$ cat src/rtl/idu_ins_rx_if.sv
// rtl/idu_ins_rx_if.sv - IFU->IDU->EXU instruction stream bundle
interface idu_ins_rx_if #(
   parameter int CNT_W = 16
) ();
   logic             ifu_idu_vld;
   logic [63:0]      ifu_idu_ins;
   logic             idu_ifu_rdy;
   logic             idu_ifu_wfi;
   logic             idu_exu_vld;
   logic [63:0]      idu_exu_ins;
   logic             exu_idu_rdy;
   logic             idu_done;
   logic [CNT_W-1:0] idu_ins_cnt;

   modport master (
      output ifu_idu_vld, ifu_idu_ins, exu_idu_rdy,
      input  idu_ifu_rdy, idu_ifu_wfi, idu_exu_vld, idu_exu_ins, idu_done, idu_ins_cnt
   );

   modport slave (
      input  ifu_idu_vld, ifu_idu_ins, exu_idu_rdy,
      output idu_ifu_rdy, idu_ifu_wfi, idu_exu_vld, idu_exu_ins, idu_done, idu_ins_cnt
   );
endinterface

$ cat src/rtl/idu_ins_rx.sv
// rtl/idu_ins_rx.sv - IFU->IDU instruction receiver with issue FIFO
// Buffers fetched words, issues them to EXU and ends the stream on a HALT opcode.
module idu_ins_rx #(
   parameter int         DEPTH   = 2,
   parameter logic [7:0] HALT_OP = 8'hFF,
   parameter int         CNT_W   = 16
) (
   input  logic        clk,
   input  logic        rst_n,
   idu_ins_rx_if.slave bus
);
   localparam int PTR_W = $clog2(DEPTH);

   typedef enum logic [1:0] {
      ST_IDLE  = 2'd0,
      ST_RUN   = 2'd1,
      ST_DRAIN = 2'd2
   } state_t;

   state_t             state_q;
   logic [63:0]        mem_q [DEPTH];
   logic [PTR_W-1:0]   wr_ptr_q;
   logic [PTR_W-1:0]   rd_ptr_q;
   logic [PTR_W:0]     occ_q;
   logic [PTR_W:0]     occ_d;
   logic               done_q;
   logic [CNT_W-1:0]   cnt_q;

   logic full;
   logic empty;
   logic rdy;
   logic push;
   logic pop;
   logic is_halt;
   logic halt_pop;

   assign full     = (occ_q == (PTR_W+1)'(DEPTH));
   assign empty    = (occ_q == '0);
   assign rdy      = !full && (state_q != ST_DRAIN);
   assign push     = bus.ifu_idu_vld && rdy;
   assign pop      = !empty && bus.exu_idu_rdy;
   assign is_halt  = (bus.ifu_idu_ins[63:56] == HALT_OP);
   // HALT is always the youngest word, so the last pop in DRAIN is the HALT.
   assign halt_pop = pop && (state_q == ST_DRAIN) && (occ_q == (PTR_W+1)'(1));

   always_comb begin
      occ_d = occ_q;
      if (push && !pop) begin
         occ_d = occ_q + (PTR_W+1)'(1);
      end else if (pop && !push) begin
         occ_d = occ_q - (PTR_W+1)'(1);
      end
   end

   always_ff @(posedge clk or negedge rst_n) begin
      if (!rst_n) begin
         for (int i = 0; i < DEPTH; i++) begin
            mem_q[i] <= '0;
         end
      end else if (push) begin
         mem_q[wr_ptr_q] <= bus.ifu_idu_ins;
      end
   end

   always_ff @(posedge clk or negedge rst_n) begin
      if (!rst_n) begin
         state_q  <= ST_IDLE;
         wr_ptr_q <= '0;
         rd_ptr_q <= '0;
         occ_q    <= '0;
         done_q   <= 1'b0;
         cnt_q    <= '0;
      end else begin
         occ_q  <= occ_d;
         done_q <= halt_pop;
         if (push) begin
            wr_ptr_q <= wr_ptr_q + PTR_W'(1);
         end
         if (pop) begin
            rd_ptr_q <= rd_ptr_q + PTR_W'(1);
         end
         if (halt_pop) begin
            cnt_q <= '0;
         end else if (push && (cnt_q != '1)) begin
            cnt_q <= cnt_q + CNT_W'(1);
         end
         case (state_q)
            ST_IDLE: begin
               if (push) begin
                  state_q <= is_halt ? ST_DRAIN : ST_RUN;
               end
            end
            ST_RUN: begin
               if (push && is_halt) begin
                  state_q <= ST_DRAIN;
               end
            end
            ST_DRAIN: begin
               if (halt_pop) begin
                  state_q <= ST_IDLE;
               end
            end
            default: state_q <= ST_IDLE;
         endcase
      end
   end

   assign bus.idu_ifu_rdy = rdy;
   assign bus.idu_ifu_wfi = (state_q != ST_DRAIN) && !(push && is_halt);
   assign bus.idu_exu_vld = !empty;
   assign bus.idu_exu_ins = mem_q[rd_ptr_q];
   assign bus.idu_done    = done_q;
   assign bus.idu_ins_cnt = cnt_q;
endmodule

$ cat src/flat_wrapper.sv
// flat-port wrapper written by rule: the top's interface ports become plain ports
module idu_ins_rx_flat 
#(
   parameter int         DEPTH   = 2,
   parameter logic [7:0] HALT_OP = 8'hFF,
   parameter int         CNT_W   = 16
)
  (clk, rst_n, bus_ifu_idu_vld, bus_ifu_idu_ins, bus_exu_idu_rdy, bus_idu_ifu_rdy, bus_idu_ifu_wfi, bus_idu_exu_vld, bus_idu_exu_ins, bus_idu_done, bus_idu_ins_cnt);
  idu_ins_rx_if #(.CNT_W(CNT_W)) bus_i ();
  input  logic clk;
  input  logic rst_n;
  input wire logic [$bits(bus_i.ifu_idu_vld)-1:0] bus_ifu_idu_vld;
  input wire logic [$bits(bus_i.ifu_idu_ins)-1:0] bus_ifu_idu_ins;
  input wire logic [$bits(bus_i.exu_idu_rdy)-1:0] bus_exu_idu_rdy;
  output wire logic [$bits(bus_i.idu_ifu_rdy)-1:0] bus_idu_ifu_rdy;
  output wire logic [$bits(bus_i.idu_ifu_wfi)-1:0] bus_idu_ifu_wfi;
  output wire logic [$bits(bus_i.idu_exu_vld)-1:0] bus_idu_exu_vld;
  output wire logic [$bits(bus_i.idu_exu_ins)-1:0] bus_idu_exu_ins;
  output wire logic [$bits(bus_i.idu_done)-1:0] bus_idu_done;
  output wire logic [$bits(bus_i.idu_ins_cnt)-1:0] bus_idu_ins_cnt;
  assign bus_i.ifu_idu_vld = bus_ifu_idu_vld;
  assign bus_i.ifu_idu_ins = bus_ifu_idu_ins;
  assign bus_i.exu_idu_rdy = bus_exu_idu_rdy;
  assign bus_idu_ifu_rdy = bus_i.idu_ifu_rdy;
  assign bus_idu_ifu_wfi = bus_i.idu_ifu_wfi;
  assign bus_idu_exu_vld = bus_i.idu_exu_vld;
  assign bus_idu_exu_ins = bus_i.idu_exu_ins;
  assign bus_idu_done = bus_i.idu_done;
  assign bus_idu_ins_cnt = bus_i.idu_ins_cnt;
  idu_ins_rx #(.DEPTH(DEPTH), .HALT_OP(HALT_OP), .CNT_W(CNT_W)) u_core (.clk(clk), .rst_n(rst_n), .bus(bus_i));
endmodule
$ cat config.mk
export PLATFORM = sky130hd
export DESIGN_NAME = idu_ins_rx_flat
export DESIGN_NICKNAME = d
export VERILOG_FILES = /design/src/rtl/idu_ins_rx_if.sv /design/src/rtl/idu_ins_rx.sv /design/src/flat_wrapper.sv
export SDC_FILE = /design/constraint.sdc
export NUM_CORES = 1
export LEC_CHECK = 0
export BUFFER_PORTS_ARGS = -buffer_cell sky130_fd_sc_hd__buf_2
export CORE_MARGIN = 8
export CORE_UTILIZATION = 40
export CTS_BUF_LIST = sky130_fd_sc_hd__clkbuf_8 sky130_fd_sc_hd__clkbuf_16
export CTS_CLUSTER_DIAMETER = 40
export CTS_CLUSTER_SIZE = 30
export DETAILED_ROUTE_END_ITERATION = 6
export GPL_ROUTABILITY_DRIVEN = 0
export GPL_TIMING_DRIVEN = 0
export PLACE_DENSITY = 0.63
export SETUP_SLACK_MARGIN = 0.05
export SYNTH_ARGS = -nofsm -noshare
export SYNTH_HDL_FRONTEND = slang
export SYNTH_SLANG_ARGS = --single-unit
$ cat constraint.sdc
create_clock -name clk -period 2.8 [get_ports clk]
set_clock_uncertainty 0.2 [all_clocks]
set_input_delay 0.56 -clock clk [delete_from_list [all_inputs] [get_ports clk]]
set_output_delay 0.56 -clock clk [all_outputs]
set_load 0.005 [all_outputs]
==> summary.md <==
| Metric | Value |
|---|---|
| Status | `finished, final reports clean` |
| Routed WL | `15400 um` |
| Iter 0 DRT Violations | `109` |
| Nets | `716` |
| Post-synth EDFFs | `0` |
| Startpoint type of the worst setup path | `flip-flop` |
| RSZ-0062 raised after global routing | `no` |
| R2R cell count | `8` |
| Post-Layout Cell Count | `877` |
| Register area share after synthesis | `56.4%` |
| Number of port buffers | `151` |
| CP endpoint kind | `output port` |
| Total GRT Usage | `15.0%` |
| Synth warn | `0` |
| FMAX | `0.380 GHz` |
| Leakage | `4.62 nW` |
| Pwr/cell area | `552 mW/mm2` |
| Syn avg cell area | `14.3 um2` |
| Final Hold Fails | `0` |
| Critical Path AT | `1870 ps` |
| Clk root buf | `clkbuf_16` |
| Core Area | `0.0165 mm2` |
| WS Path Type | `reg2out` |
| Io pins | `152` |
| Placed Cells incl. Taps | `842` |
| Longest Clk Path Bufs | `2` |
| FF/Latch Area | `0.00378 mm2` |
| Global route overflow | `0` |
| Clock Latency Late Sink | `410 ps` |
| Slew Viols, Final | `0` |
| Area of the multi-input gates | `0.00282 mm2` |
| R2R Path Start | `u_core.occ_q[0]` |
| Pre-CTS setup slack | `-58.6 ps` |
| Vias in the first global route | `4945` |
| Synth Flop Type | `dfrtp_1` |
| CTS clk-pin slew, worst paths | `60 ps` |
| Setup crit end | `bus_idu_ifu_wfi` |
| Minimum clock period | `2630 ps` |
| Post-synth ARST share | `100%` |
| Tot Pwr | `4.67 mW` |
| Worst reg2reg path endpoint | `u_core.mem_q[55]` |
| Synth area leaders | `dfrtp_1 (56%), mux2_2 (32%), xnor2_1 (1.4%)` |
| Initial antenna violation count | `1` |
| Pre-antenna DRT Iters | `4` |
| Post-route DRC | `0` |
| Yosys top cell by area | `dfrtp_1` |
| Via density | `4.97` |
| Cells after Synth | `470` |
| Synth cell types | `30` |
| Sink Count | `151` |
| CP required | `2040 ps` |
| Period utilization | `94.0%` |
| Filler Cell Count | `1463` |
| Synthesized cell area | `0.00670 mm2` |
| Avg WL per Cell | `17.6 um` |
| Chip height | `145 um` |
| Post-DP HPWL | `11100 um` |
| Synth Register Bits | `151` |
| Critical path fanouts, max | `10` |
| Post-route setup slack | `169 ps` |
| Syn nets | `543` |
| Die X | `145 um` |
| First-pass GRT wire length | `25500 um` |
| Worst setup path startpoint | `u_core.occ_q[0]` |
| Least-Margin Pin Slew | `642 ps` |
| H-tree levels | `4` |
| Hold crit path type | `in2reg` |
| CTS tree | `done` |
| Post-synth top cells | `mux2_2 (193), dfrtp_1 (151), nor2_1 (18), nand2_1 (13), buf_2 (12)` |
| Yosys top cell area share | `56.4%` |
| Reg-to-reg slack, setup | `350 ps` |
| Layout area overhead | `26.2%` |
| Initial Util | `40.7%` |
| MaxCap Viol Count | `0` |
| DR vias | `4361` |
| Pin count of the biggest net entering global routing | `87` |
| Num CTS Buffers | `17` |
| Layout cells sized above 1 | `61.9%` |
| Slew margin rel. | `57.2%` |
| Final setup vio count | `0` |
| Most common cell in the netlist | `mux2_2` |
| Peak VDD IR | `0.417 mV` |
| Final Util | `51.4%` |
| Die area | `0.0212 mm2` |
| Post-route ant nets | `0` |
| Core Rows | `47` |
-- per-layer routing --
layer  vias up  global-route usage [%]  part of all wire, %
met5         -                       0                0.065
met4         2                    4.06                 0.81
met3        13                    5.63                  5.5
met2        99                    25.1                   50
met1      2216                    17.8                   44
li1       2031                       -                    -
-- state kept, by name (all words and copies together), names as in the netlist --
signal,count
u_core.rd_ptr_q,1
u_core.state_q,2
u_core.occ_q,2
u_core.mem_q,128
u_core.wr_ptr_q,1
u_core.bus.idu_ins_cnt,16
u_core.bus.idu_done,1
-- report_power, final --
part	switching, mW	leakage, nW	internal (mW)
Sequential	0	2.10	2.18
Clock	0.883	0.299	1.50
Combinational	0.0698	2.22	0.0406
-- worst min path at each step --
stage | from | to | slack (ps) | cells past startpoint
final | bus_ifu_idu_ins[47] | u_core.mem_q[47] | 190 | 2
after global routing | bus_ifu_idu_ins[39] | u_core.mem_q[103] | 170 | 2
after CTS | bus_ifu_idu_ins[30] | u_core.mem_q[94] | 160 | 2
after detailed placement | u_core.state_q[1] | u_core.state_q[0] | 270 | 1
after global placement | u_core.state_q[1] | u_core.state_q[0] | 250 | 1
after floorplan | rst_n | u_core.bus.idu_done | 60 | 0
-- cell usage in the layout (no fill, tap or decap), types with 6 or more instances in the layout --
master and n:
mux2_2 193, buf_2 164, dfrtp_1 151, nor2_1 17, clkbuf_16 17, nand2_1 13
xnor2_1 11, inv_1 9, nand4_1 7, nand3_1 6
-- what timing repair did --
action / 4_1_cts / 5_1_grt
hold buffers: 1 / 0
resized for setup: 14 / 6
setup endpoints to repair: 111 / 47
hold endpoints to repair: 65 / 0
buffers inserted: 0 / 1
-- cell families after synthesis --
kind of cell / after synthesis / share of synthesized area, %
buffers and inverters: 29 / 1.85
adder cells (fa/ha/maj): 5 / 0.933
multiplexers: 195 / 32.7
AND/OR/NAND/NOR: 68 / 5.51
flip-flops: 151 / 56.4
XOR/XNOR: 14 / 1.83
AO/OA/AOI/OAI: 8 / 0.784
-- area by class of cell --
| type | instances | share of cell area, % |
|---|---|---|
| Sequential cell | 151 | 44.7 |
| Multi-Input combinational cell | 290 | 33.3 |
| Timing Repair Buffer | 154 | 9.54 |
| Clock buffer | 21 | 5.68 |
| Tap cell | 220 | 3.25 |
| Clock inverter | 11 | 1.73 |
| Buffer | 21 | 1.41 |
| Inverter | 8 | 0.355 |
| Antenna cell | 1 | 0.0296 |
-- through the flow --
stage	area, um2	TNS [ps]	hold WS, ps
3_3_place_gp	7730	-167420	245
2_1_floorplan	6700	0	64.4
6_report	8460	0	188
3_5_place_dp	7770	-989	270
5_1_grt	8460	0	168
4_1_cts	8440	0	163
-- critical path, stage by stage (launching register included) --
cell      delay, ps
dfrtp_1         350
inv_1            70
ha_1            220
inv_1            70
nand3_2         130
clkbuf_8        210
nor3_4          220
nor2_1           60
buf_2           130
(Power assumes the default switching activity.)
